### src/rtl/match_logger_pkg.sv
// Shared definitions for the match event logger: FSM state encoding,
// counter/timestamp width and the saturation limit for match_count.
package match_logger_pkg;

   typedef enum logic [1:0] {
      IDLE    = 2'd0,
      ARMED   = 2'd1,
      CAPTURE = 2'd2,
      DONE    = 2'd3
   } state_t;

   localparam int CNT_W = 16;
   localparam logic [CNT_W-1:0] CNT_SAT = 16'hFFFF;

   // Saturating increment used for the match counter.
   function automatic logic [CNT_W-1:0] sat_inc(input logic [CNT_W-1:0] v);
      return (v == CNT_SAT) ? v : v + 16'd1;
   endfunction

endpackage

### src/rtl/match_fifo.sv
// Small capture FIFO. Head data is presented combinationally from storage;
// a push while full is accepted only when a pop happens in the same cycle.
// Pointers wrap naturally because DEPTH is a power of two.
module match_fifo #(
   parameter int W     = 16,
   parameter int DEPTH = 4
) (
   input  logic         clk,
   input  logic         rst,
   input  logic         push,
   input  logic         pop,
   input  logic [W-1:0] din,
   output logic         full,
   output logic         empty,
   output logic [W-1:0] dout
);
   localparam int AW = $clog2(DEPTH);
   localparam int CW = AW + 1;
   localparam logic [CW-1:0] DEPTH_C = CW'(DEPTH);

   logic [W-1:0]  mem_r [DEPTH];
   logic [AW-1:0] wr_ptr_r;
   logic [AW-1:0] rd_ptr_r;
   logic [CW-1:0] count_r;
   logic          push_ok_s;
   logic          pop_ok_s;

   assign full      = (count_r == DEPTH_C);
   assign empty     = (count_r == {CW{1'b0}});
   assign pop_ok_s  = pop && !empty;
   assign push_ok_s = push && (!full || pop_ok_s);
   // Zero while empty so the head output reads 0 after reset.
   assign dout      = empty ? {W{1'b0}} : mem_r[rd_ptr_r];

   // Storage write; contents are only meaningful while counted as occupied.
   always_ff @(posedge clk) begin
      if (push_ok_s) begin
         mem_r[wr_ptr_r] <= din;
      end
   end

   // Pointer and occupancy bookkeeping.
   always_ff @(posedge clk or posedge rst) begin
      if (rst) begin
         wr_ptr_r <= {AW{1'b0}};
         rd_ptr_r <= {AW{1'b0}};
         count_r  <= {CW{1'b0}};
      end else begin
         if (push_ok_s) begin
            wr_ptr_r <= wr_ptr_r + AW'(1);
         end
         if (pop_ok_s) begin
            rd_ptr_r <= rd_ptr_r + AW'(1);
         end
         case ({push_ok_s, pop_ok_s})
            2'b10:   count_r <= count_r + CW'(1);
            2'b01:   count_r <= count_r - CW'(1);
            default: count_r <= count_r;
         endcase
      end
   end

endmodule

### src/rtl/match_event_logger.sv
// Match event logger: opens a capture window on arm, logs up to CAP_LEN
// pattern-detect matches (product values) into a FIFO, counts matches and
// flags dropped captures. Optional build macro MATCH_LOGGER_TIMESTAMP_EN adds
// a free-running 16-bit cycle counter stored with each entry (port out_ts).
module match_event_logger
   import match_logger_pkg::*;
#(
   parameter int DW      = 8,
   parameter int DEPTH   = 4,
   parameter int CAP_LEN = 8
) (
   input  logic              clk,
   input  logic              rst,
   input  logic              arm,
   input  logic [2*DW-1:0]   product,
   input  logic              match,
   output logic              out_valid,
   output logic [2*DW-1:0]   out_data,
   input  logic              out_ready,
   output logic [CNT_W-1:0]  match_count,
   output logic              overflow,
   output logic              busy
`ifdef MATCH_LOGGER_TIMESTAMP_EN
   ,
   output logic [CNT_W-1:0]  out_ts
`endif
);
   localparam int PW = 2 * DW;
`ifdef MATCH_LOGGER_TIMESTAMP_EN
   localparam int FW = PW + CNT_W;
`else
   localparam int FW = PW;
`endif
   localparam logic [7:0] CAP_LEN_C = 8'(CAP_LEN);

   state_t           state_r;
   logic [7:0]       cap_cnt_r;
   logic [CNT_W-1:0] match_count_r;
   logic             overflow_r;
   logic             window_s;
   logic             push_s;
   logic             pop_s;
   logic             full_s;
   logic             empty_s;
   logic [7:0]       cap_next_s;
   logic [FW-1:0]    fifo_din_s;
   logic [FW-1:0]    fifo_dout_s;

   assign window_s   = (state_r == ARMED) || (state_r == CAPTURE);
   assign push_s     = match && window_s;
   assign pop_s      = out_ready && !empty_s;
   assign cap_next_s = cap_cnt_r + 8'd1;

`ifdef MATCH_LOGGER_TIMESTAMP_EN
   logic [CNT_W-1:0] ts_r;

   // Free-running cycle counter sampled into each pushed entry.
   always_ff @(posedge clk or posedge rst) begin
      if (rst) begin
         ts_r <= {CNT_W{1'b0}};
      end else begin
         ts_r <= ts_r + 16'd1;
      end
   end

   assign fifo_din_s = {ts_r, product};
   assign out_ts     = fifo_dout_s[FW-1:PW];
`else
   assign fifo_din_s = product;
`endif

   assign out_data    = fifo_dout_s[PW-1:0];
   assign out_valid   = !empty_s;
   assign match_count = match_count_r;
   assign overflow    = overflow_r;
   assign busy        = (state_r != IDLE);

   match_fifo #(
      .W     (FW),
      .DEPTH (DEPTH)
   ) u_fifo (
      .clk   (clk),
      .rst   (rst),
      .push  (push_s),
      .pop   (pop_s),
      .din   (fifo_din_s),
      .full  (full_s),
      .empty (empty_s),
      .dout  (fifo_dout_s)
   );

   // Capture-window FSM with match counter, window length and sticky overflow.
   always_ff @(posedge clk or posedge rst) begin
      if (rst) begin
         state_r       <= IDLE;
         cap_cnt_r     <= 8'd0;
         match_count_r <= {CNT_W{1'b0}};
         overflow_r    <= 1'b0;
      end else begin
         if (push_s) begin
            match_count_r <= sat_inc(match_count_r);
         end
         // A dropped push still counts toward the window length below.
         if (push_s && full_s && !pop_s) begin
            overflow_r <= 1'b1;
         end
         case (state_r)
            IDLE: begin
               if (arm) begin
                  state_r   <= ARMED;
                  cap_cnt_r <= 8'd0;
               end
            end
            ARMED, CAPTURE: begin
               if (match) begin
                  cap_cnt_r <= cap_next_s;
                  state_r   <= (cap_next_s == CAP_LEN_C) ? DONE : CAPTURE;
               end
            end
            DONE: begin
               if (empty_s) begin
                  state_r <= IDLE;
               end
            end
            default: begin
               state_r <= IDLE;
            end
         endcase
      end
   end

endmodule

### config.mk
export PLATFORM = sky130hd
export DESIGN_NAME = match_event_logger
export DESIGN_NICKNAME = d
export VERILOG_FILES = /design/src/rtl/match_logger_pkg.sv /design/src/rtl/match_fifo.sv /design/src/rtl/match_event_logger.sv
export SDC_FILE = /design/constraint.sdc
export NUM_CORES = 1
export LEC_CHECK = 0
export CAP_MARGIN = 20
export CORE_MARGIN = 1.5
export CORE_UTILIZATION = 46
export CTS_BUF_LIST = sky130_fd_sc_hd__clkbuf_8
export DETAILED_ROUTE_END_ITERATION = 12
export PLACE_DENSITY = 0.68
export SYNTH_ARGS = -nofsm -noshare
export SYNTH_HDL_FRONTEND = slang
export SYNTH_SLANG_ARGS = --single-unit
### constraint.sdc
create_clock -name clk -period 3.2 [get_ports clk]
set_input_delay 0.64 -clock clk [delete_from_list [all_inputs] [get_ports clk]]
set_output_delay 0.64 -clock clk [all_outputs]
set_load 0.01 [all_outputs]
### Word-level counts from Yosys, hierarchy flattened

Memories as Yosys holds them, arrays and structs flattened.
Index checks and enable logic that the tools add are counted.
Widths: inputs -> output; s select.

* flip-flop bits (word level): 34
* bits in latches: 0
* memory bits (writable): 64
* memory bits (read-only): 0
* bits of input ports: 21
* output and inout bits: 35
* word-level logic and storage cells: 58
* memories: 1

* add/sub/neg operators: 6
* multiply operators: 0
* div/mod/pow operators: 0
* $lt $le $gt $ge: 0
* equal/unequal tests: 11
* shifts and indexed selects: 0
* muxes and demuxes: 12
* bitwise gates (word level): 1
* reduce and logical (&&, ||, !) cells: 20

Memories
* u_fifo.mem_r: words 4, width 16, rd ports 1, clocked after memory_dff 0, wr ports 1, line match_fifo.sv:21 `logic [W-1:0] mem_r [DEPTH];`

Operators with widths (number)
* $add 16x1->16 const B: 1
* $eq 16x16->1 const B: 1
* $mux 16: 1
* $mux 8: 2
* $pmux 8 s2: 1
* $add 8x1->8 const B: 1
* $eq 8x4->1 const B: 1
* $eq 2x2->1 const B: 3
* $logic_and 1x1->1: 6
* $mux 2: 3
* $pmux 2 s3: 1
* $pmux 3 s2: 1
* $reduce_and 3->1: 2
* $reduce_bool 2->1: 3
* $add 2x1->2 const B: 2
* $eq 2x1->1 const B: 2
* $ne 2x2->1 const B: 2
* $add 3x1->3 const B: 1
* $eq 3x3->1 const B: 1
* $logic_not 1->1: 3
* $logic_not 3->1: 1
* $mux 1: 3
* $sub 3x1->3 const B: 1
* $logic_not 2->1: 1
* other kinds (5): 6

### Longest topological paths before layout

Gate-level depths: netlist of run 1.

* word-level depth: 8
* gate-level depth with buffers: 12
* depth with buffers taken out: 11

### By module

From an unflattened synthesis of run 1, not the netlist that was laid out.

* cell total of the unflattened synthesis: 305
* area, all modules: 4421.7 um^2

By module, submodules not included
* match_fifo: instances 1, cells an instance 141, area an instance 2857.7 um^2, seq. area each 2097.0 um^2
* match_event_logger: instances 1, cells an instance 164, area an instance 1564.0 um^2, seq. area each 675.6 um^2

### Worst setup path after synthesis of run 1

No wires, ideal clock.

* path kind: input-to-reg
* from: in out_ready
* to: reg u_fifo.count_r[2]
* library setup time: 79 ps
* arrival: 2133 ps
* data required time: 3121 ps
* slack: 988 ps
* cell stages on the path: 9
* path buffers: 0
* cell sequence: nor4b_1 -> nor2_1 -> inv_1 -> ha_1 -> inv_1 -> fa_1 -> xor2_1 -> nor2_1 -> xor2_1

* cells in the longest elaborated chain, start to end: 6
* elaborated cells on any way between the ends: 8
* classes of those cells: 2 x eq/ne; 1 x mux; 5 x reduce/logical

RTL lines
* start, declared: line match_event_logger.sv:19 `input logic out_ready,`
* $logic_and 1x1->1 *: line match_event_logger.sv:51 `assign pop_s = out_ready && !empty_s;`
* $logic_and 1x1->1 *: line match_fifo.sv:30 `assign pop_ok_s = pop && !empty;`
* $logic_or 1x1->1: line match_fifo.sv:31 `assign push_ok_s = push && (!full || pop_ok_s);`
* $logic_and 1x1->1: line match_fifo.sv:31
* $eq 2x1->1 or $eq 2x2->1 (tied branches): line match_fifo.sv:55 `case ({push_ok_s, pop_ok_s})`
* $pmux 3 s2 or $reduce_bool 2->1 (tied branches)
* end signal, assigned: line match_fifo.sv:56 `2'b10: count_r <= count_r + CW'(1);`
* end signal, assigned: line match_fifo.sv:57 `2'b01: count_r <= count_r - CW'(1);`
* end signal, assigned: line match_fifo.sv:58 `default: count_r <= count_r;`
* end, declared: line match_fifo.sv:24 `logic [CW-1:0] count_r;`

Every way passes the cells marked *; elsewhere a longest branch is shown, timed or not.
A chain may end at the register's enable or synchronous reset.

### Worst setup path after layout of run 1

* from: reg u_fifo.rd_ptr_r[0]
* to: out out_data[4]

* cells in the longest elaborated chain, start to end: 2

RTL lines
* start, declared: line match_fifo.sv:23 `logic [AW-1:0] rd_ptr_r;`
* start signal, assigned: line match_fifo.sv:46 `rd_ptr_r <= {AW{1'b0}};`
* start signal, assigned: line match_fifo.sv:53 `rd_ptr_r <= rd_ptr_r + AW'(1);`
* $mem_v2 4x16
* $mux 16: line match_fifo.sv:33 `assign dout = empty ? {W{1'b0}} : mem_r[rd_ptr_r];`
* end, declared: line match_event_logger.sv:18 `output logic [2*DW-1:0] out_data,`

Every way passes these cells.

==> impl_metrics.ini, run 1 <==
[run_status]
outcome = completed

[synth]
synthArstFlopShare_pct = 34.69
yosys_warnings = 0
synth_fa_ha_area_share_pct = 3.095
synth_common_cells = edfxtp_1 (64), dfrtp_1 (34), nand2_1 (24), and2_1 (22), mux4_2 (16)
avgSynthCellArea_sq_um = 14.63
syn_nets = 324
synth_cells = 293
ys_seq_area_share_pct = 64.70
synthSimpleGateAreaFrac_pct = 11.94
muxShareOfSynthArea_pct = 8.905
synth-edff-count = 64
yosys-top-cells-area = edfxtp_1 (45%), dfrtp_1 (20%), mux4_2 (8.4%)
synth_top_family_by_area = simple AND/OR/NAND/NOR gates
synth-xor-area-share_pct = 4.701
dominantRegCellSynth = edfxtp_1
synth_compound_area_share_pct = 4.467
ys_ff_latch = 98
synth_cell_type_count = 42
synth.cell_area_sq_mm = 0.004285
yosysMostFrequentCell = edfxtp_1
yosysTopAreaCellShare_pct = 44.85
synth_top_cell_by_area = edfxtp_1

[grt]
grt_pass1_wl_um = 12670
overflow = 0
antenna_found_initial = 0
grt_max_degree = 21
met3_usage_pct = 3.654
grt_busiest_layer = met2
grt_pass1_vias = 2505
grtUsageTotal_pct = 16.77
grtUsageMet2_pct = 26.29
met1_usage_pct = 23.16

[clock_network]
cts.repair.resized = 0
clock_path_buffers = 2
insertion_delay_ps = 360
cts-buffers-inserted = 9
post_cts_buffers = 0
clockRootBuffer = clkbuf_8
cts_hold_buf = 0
cts_tree = built
clock_sinks = 98
h-tree-depth = 3
path_clk_slew_ps = 90

[power]
swShare_pct = 34.09
p_per_area_mw_per_mm2 = 844.4
vdd_drop_max_mv = 0.4134
p_leak_nw = 1.942
power.internal_mw = 2.884
power.total_mw = 4.376
pwr-share-comb_pct = 41.7
p_clk_share_pct = 17.0
p_sw_mw = 1.492
seqPwrFrac_pct = 41.3

[flow_run]
drv_cap = 0

[sta]
tightest_slew_ps = 776.8
finalSetupViolCount = 0
hold_violations = 0
fmax_mhz = 342.7
period_share_pct = 91.19
fin_setup_tns_ps = 0
rsz0062_at_grt = false
slew_headroom_pct = 48.16
slew_violations = 0
post-route-min-period_ps = 2918
skew_ps = 14.28

[cells_and_area]
areaGrowthSynthToFinish_pct = 20.93
drive_above_1_share_pct = 13.19
post-route-util_pct = 56.62
n_antenna_cell = 0
num-nets-final = 390
fin_cells = 475

[worst_setup_path]
arrival_ps = 2280
cp-start-kind = flop
critPathMaxFanout = 16
crit_chain = buf_4 -> mux4_2 -> and2_1 -> clkdlybuf4s50_1
critical_path_class = reg2out
cp_slowest_stage_delay_ps = 550
regToRegSetupSlack_ps = 760
required_ps = 2560
cp-end-kind = primary output
slowest_stage = mux4_2

[drt]
vias = 2550
drc_errors = 0
ant_nets = 0
wl_per_cell_um = 16.27
dr.pass1.iters = 4
drt_iter0_markers = 87
routed_wl_um = 7730
via_per_inst = 5.368

[placed_design]
io_buffer_count = 55
place_congestion = 0.8076
dp.final_hpwl_um = 5127
dp_cells = 459

[die]
ios = 56
die_w_um = 99.52
fp.coreArea_sq_mm = 0.009153
num_rows = 35
die-area_sq_mm = 0.009904
dieHeight_um = 99.52
initial_core_util_pct = 46.82

[min_path]
hold_path_class = reg2reg
## final timing paths
check | start | to | cells past startpoint
min reg2reg | overflow | overflow | 1
min | overflow | overflow | 1
max | u_fifo.rd_ptr_r[0] | out_data[4] | 4
max in group asynchronous | rst | match_count[3] | 3
max reg2reg | u_fifo.count_r[0] | u_fifo.count_r[2] | 8
min in group asynchronous | rst | cap_cnt_r[3] | 2
## worst max-delay path, delay by kind of cell, from the launching register on
kind                   cells  cell delay, ps
muxes                      1             550
buffers and inverters      2             810
and+or+nand+nor            1             180
DFF                        1             390
## final cells by class
type	instances	area, sq um
Clock inverter	7	57.56
Fill cell	741	3970
Multi-Input combinational cell	173	1419
Tap cell	111	138.9
Inverter	12	45.04
Timing Repair Buffer	65	625.6
Sequential cell	98	2773
Clock buffer	9	123.9
## through the flow
| stage | hold slack [ps] | area (sq um) | setup slack [ps] |
|---|---|---|---|
| global placement | 448.8 | 5001 | 614.4 |
| floorplan | 448.7 | 4285 | 988.0 |
| global route | 486.5 | 5182 | 125.1 |
| finish | 464.9 | 5182 | 282.0 |
| detailed placement | 446.6 | 5001 | 491.1 |
| CTS | 471.9 | 5182 | 230.9 |
## cells by family (layout without fill, tap and decap cells)
group	Yosys count	count (layout)
buf+inv	22	93
fa+ha+maj	10	10
xor+xnor	23	23
compound gates	27	27
mux	18	18
simple gates	95	95
flops	98	98
## flip-flops by register name, summed over array words and instances (netlist names)
signal,cells
overflow,1
state_r,2
u_fifo.wr_ptr_r,2
u_fifo.rd_ptr_r,2
u_fifo.count_r,3
cap_cnt_r,8
u_fifo.mem_r,64
match_count,16
## cell usage in the layout, fill, tap and decap left out, types with 3 or more instances in the layout
master | Yosys | routed
a31oi_1 | 3 | 3
xor2_1 | 10 | 10
nand3_1 | 9 | 9
nand2b_1 | 3 | 3
edfxtp_1 | 64 | 64
clkdlybuf4s50_1 | 0 | 55
dfrtp_1 | 34 | 34
nor2_1 | 9 | 9
mux4_2 | 16 | 16
inv_1 | 11 | 11
o21ai_0 | 8 | 8
nand4_1 | 5 | 5
clkbuf_8 | 0 | 9
and2_1 | 22 | 22
ha_1 | 9 | 9
buf_4 | 1 | 10
xnor2_1 | 13 | 13
nor3_1 | 10 | 10
inv_6 | 0 | 5
nand2_1 | 24 | 24
a21oi_1 | 3 | 3
## metal layers
layer	share of wire (%)	vias to the layer above
met5	0	-
met4	1.4	0
met3	3.1	10
met2	47	59
met1	49	1264
li1	-	1217
## power by group through the flow
stage / Combinational [mW] / Sequential [mW] / Clock [mW]
6_report: 1.82 / 1.81 / 0.743
3_5_place_dp: 1.86 / 1.83 / 0
2_1_floorplan: 1.14 / 1.80 / 0
4_1_cts: 1.85 / 1.81 / 0.769
5_1_grt: 2.02 / 1.84 / 0.819
3_3_place_gp: 1.82 / 1.83 / 0
(Power assumes the default switching activity.)
==> run 2: changes to the inputs <==
CORE_UTILIZATION = 35   (was 46)
PLACE_DENSITY = 0.59   (was 0.68)
==> run 2 against run 1 <==
Clock power rose by 12%. Clock skew fell by 7.8 ps. Die area grew 30%. Clock-buffer cell count unchanged. Wire length grew 1.6%. Global-route usage is 3.1 points lower. Fmax decreased by 1.3%. Sequential power about the same. Register-to-register slack better by 60 ps. First-iteration DRC count is 31% higher. Final area grew 1.3%. Critical endpoint is now out_data[2]. Highest routed layer unchanged.
==> impl_metrics.ini, run 2 (same netlist as run 1, synthesis figures left out) <==
[worst_setup_path]
critPathMaxFanout = 16
crit_buf_inv = 2
arrival_ps = 2320
cp_slowest_stage_delay_ps = 550
cp-end-kind = primary output
required_ps = 2560
critical_path_class = reg2out
crit_start = u_fifo.rd_ptr_r[0]
cp_top_family = buffers and inverters
crit_chain = buf_4 -> mux4_2 -> and2_1 -> clkdlybuf4s50_1
slowest_stage = mux4_2
r2r-start = u_fifo.count_r[0]
cp-start-kind = flop

[placed_design]
dp_slack_ps = 497.3
dpl_cell_area_sq_mm = 0.005039
place_congestion = 0.7404
dp_cells = 494
dp.final_hpwl_um = 5040
io_buffer_count = 55

[cells_and_area]
drive_above_1_share_pct = 12.95
regMostFlops = u_fifo.mem_r
layout_commonest_cell = edfxtp_1
n_antenna_cell = 0
areaGrowthSynthToFinish_pct = 22.45
fin_cells = 510
num-nets-final = 389
layout_common_cells = edfxtp_1 (64), clkdlybuf4s50_1 (55), dfrtp_1 (34)
post-route-util_pct = 43.87
fin_area_sq_mm = 0.005248
largest_register_ffs = 64
n_fill_cell = 1090

[power]
vdd_drop_max_mv = 0.3897
p_per_area_mw_per_mm2 = 849.1
power.total_mw = 4.456
p_leak_nw = 1.942

[clock_network]
clock_sinks = 98
post_cts_buffers = 0
clockRootBuffer = clkbuf_8
insertion_delay_ps = 370
cts-buffers-inserted = 9
cts.repair.resized = 0
clock_path_buffers = 2
h-tree-depth = 3
cts_tree = built
cts_hold_buf = 0
path_clk_slew_ps = 100

[drt]
drc_errors = 0
drt_iter0_markers = 114
wl_per_cell_um = 15.40
dr.pass1.iters = 4
routed_wl_um = 7854
ant_nets = 0
via_per_inst = 4.951
vias = 2525

[min_path]
min_from = u_fifo.rd_ptr_r[1]
hold_path_class = reg2reg

[grt]
grtUsageTotal_pct = 13.64
overflow = 0
antenna_found_initial = 0
grt_max_degree = 35
grt_pass1_wl_um = 13310
grt_pass1_vias = 2591

[die]
initial_core_util_pct = 35.83
die_w_um = 113.7
dieHeight_um = 113.7
num_rows = 40
die-area_sq_mm = 0.01292
fp.coreArea_sq_mm = 0.01196
ios = 56

[sta]
setup_slack_ps = 243.3
skew_ps = 6.475
fmax_mhz = 338.2
tightest_slew_ps = 637.2
slew_headroom_pct = 57.52
finalSetupViolCount = 0
fin_setup_tns_ps = 0
hold_ws_ps = 477.0
rsz0062_at_grt = false
slew_violations = 0
period_share_pct = 92.40
hold_violations = 0
post-route-min-period_ps = 2957

[flow_run]
drv_cap = 0

[run_status]
outcome = completed
==> run 2: per-layer routing <==
metal	global-route usage [%]	routed length [um]	vias to the layer above
met2	22.09	3704	58
met3	4.888	415	8
met5	0	0	-
met1	17.13	3631	1245
li1	-	-	1214
met4	4.500	102	0
==> run 2: worst register-to-register path, delay by kind of cell, from the launching register on <==
family / cells / cell delay [ps]
AND/OR/NAND/NOR: 3 / 960
buffers and inverters: 1 / 60
flip-flops: 1 / 420
adder cells (fa/ha/maj): 2 / 570
XOR/XNOR: 2 / 300
==> run 2: path summary, 6_finish.rpt <==
path	to	slack (ps)	cells after the start
min reg2reg	u_fifo.rd_ptr_r[1]	480	1
max reg2reg	u_fifo.count_r[2]	820	8
max in group asynchronous	match_count[4]	2220	3
max	out_data[2]	240	4
min in group asynchronous	cap_cnt_r[5]	660	3
min	u_fifo.rd_ptr_r[1]	480	1
==> run 2: power by group <==
group          total, mW  leakage (nW)  internal (mW)  switching (mW)
clock              0.835        0.0999          0.376           0.459
sequential          1.81          1.02           1.64           0.169
combinational       1.81         0.821          0.950           0.864
==> run 2: final cells by class <==
| type | instances | area (sq um) | area share, % |
|---|---|---|---|
| Sequential cell | 98 | 2773 | 52.84 |
| Clock buffer | 9 | 123.9 | 2.361 |
| Inverter | 12 | 45.04 | 0.8584 |
| Timing Repair Buffer | 64 | 618.1 | 11.78 |
| Multi-Input combinational cell | 173 | 1419 | 27.04 |
| Clock inverter | 7 | 85.08 | 1.621 |
| Tap cell | 147 | 183.9 | 3.505 |
==> run 3: changes to the inputs <==
RECOVER_POWER = 25   (was default)
==> run 3 against run 2 <==
Fmax did not move. Critical path type unchanged. Flip-flop and latch count did not move. Global-route usage did not move. Cell count did not move. Clock skew did not move. Register-to-register slack barely moved. Sequential share of layout area did not move. Core utilization did not move. Sequential power barely moved. Setup slack did not move. Critical path depth did not move. Final area did not move.
==> impl_metrics.ini, run 3 (same netlist as run 1, synthesis figures left out) <==
[run_status]
outcome = completed

[cells_and_area]
num-nets-final = 389
n_fill_cell = 1090
largest_register_ffs = 64
layout_commonest_cell = edfxtp_1
drive_above_1_share_pct = 12.95
multi_input_area_sq_mm = 0.001419
seqCellArea_sq_mm = 0.002773
layout_common_cells = edfxtp_1 (64), clkdlybuf4s50_1 (40), dfrtp_1 (34)
fin_cells = 510
regMostFlops = u_fifo.mem_r
areaGrowthSynthToFinish_pct = 22.45
n_antenna_cell = 0

[sta]
hold_violations = 0
tightest_slew_ps = 637.2
post-route-min-period_ps = 2957
fin_setup_tns_ps = 0
hold_ws_ps = 477.0
rsz0062_at_grt = false
setup_slack_ps = 243.3
finalSetupViolCount = 0
slew_violations = 0
period_share_pct = 92.40
fmax_mhz = 338.2
slew_headroom_pct = 57.52
skew_ps = 6.475

[grt]
grt_max_degree = 35
overflow = 0
antenna_found_initial = 0
grtUsageTotal_pct = 13.64
grt_pass1_vias = 2591
grt_pass1_wl_um = 13310

[placed_design]
dp_cells = 494
dp.final_hpwl_um = 5040
dp_slack_ps = 497.3
io_buffer_count = 55
place_congestion = 0.7404

[clock_network]
post_cts_buffers = 0
cts-buffers-inserted = 9
clock_path_buffers = 2
h-tree-depth = 3
cts.repair.resized = 0
insertion_delay_ps = 370
clock_sinks = 98
path_clk_slew_ps = 100
clockRootBuffer = clkbuf_8
cts_tree = built
cts_hold_buf = 0

[drt]
via_per_inst = 4.947
wl_per_cell_um = 15.39
vias = 2523
drc_errors = 0
drt_iter0_markers = 122
ant_nets = 0
dr.pass1.iters = 4
routed_wl_um = 7847

[die]
die-area_sq_mm = 0.01292
fp.coreArea_sq_mm = 0.01196
initial_core_util_pct = 35.83
dieHeight_um = 113.7
num_rows = 40
die_w_um = 113.7
ios = 56

[worst_setup_path]
regToRegSetupSlack_ps = 820
crit_end = out_data[2]
critical_path_class = reg2out
reg2reg_to = u_fifo.count_r[2]
critPathMaxFanout = 16
cp-start-kind = flop
reg2reg_depth = 8
required_ps = 2560
arrival_ps = 2320
r2r-start = u_fifo.count_r[0]
cp-end-kind = primary output
crit_start = u_fifo.rd_ptr_r[0]

[power]
p_per_area_mw_per_mm2 = 848.3
power.total_mw = 4.452
vdd_drop_max_mv = 0.3897
p_leak_nw = 1.946

[flow_run]
drv_cap = 0

[min_path]
hold_path_class = reg2reg
==> run 3: critical path, stage by stage (launching register included) <==
cell and delay (ps):
dfrtp_1 400, buf_4 340, mux4_2 550, and2_1 180, clkdlybuf4s50_1 470
==> run 3: where the power goes <==
group | internal, mW | total (mW) | leakage [nW] | switching [mW]
Clock | 0.376 | 0.835 | 0.0999 | 0.459
Sequential | 1.64 | 1.81 | 1.02 | 0.169
Combinational | 0.946 | 1.81 | 0.825 | 0.863
==> run 3: layer usage <==
metal	part of all wire [%]	track usage [%]	up-vias
li1	-	-	1214
met1	46	17.13	1243
met2	47	22.09	58
met3	5.3	4.888	8
met4	1.3	4.500	0
met5	0	0	-
==> run 3: metrics by stage <==
| step | instance area (sq um) | util (%) |
|---|---|---|
| floorplan | 4285 | - |
| global placement | 5039 | 42.12 |
| detailed placement | 5039 | 42.12 |
| CTS | 5248 | 43.87 |
| global route | 5248 | 43.87 |
| finish | 5248 | 43.87 |
==> run 3: final cells by class <==
cell class | count | area share (%)
clock buffers | 9 | 2.361
multi-input cells | 173 | 27.04
flip-flops and latches | 98 | 52.84
repair buffers | 64 | 11.78
clock inverters | 7 | 1.621
inverters | 12 | 0.8584
well taps | 147 | 3.505
==> run 3: worst min path at each step <==
stage                                     to  slack (ps)                from  cells after the start
after global placement    u_fifo.rd_ptr_r[1]         460  u_fifo.rd_ptr_r[1]                      1
after CTS                 u_fifo.rd_ptr_r[1]         480  u_fifo.rd_ptr_r[1]                      1
final                     u_fifo.rd_ptr_r[1]         480  u_fifo.rd_ptr_r[1]                      1
after detailed placement            overflow         460            overflow                      1
after floorplan            u_fifo.count_r[2]         450   u_fifo.count_r[2]                      1
after global routing      u_fifo.rd_ptr_r[1]         520  u_fifo.rd_ptr_r[1]                      1
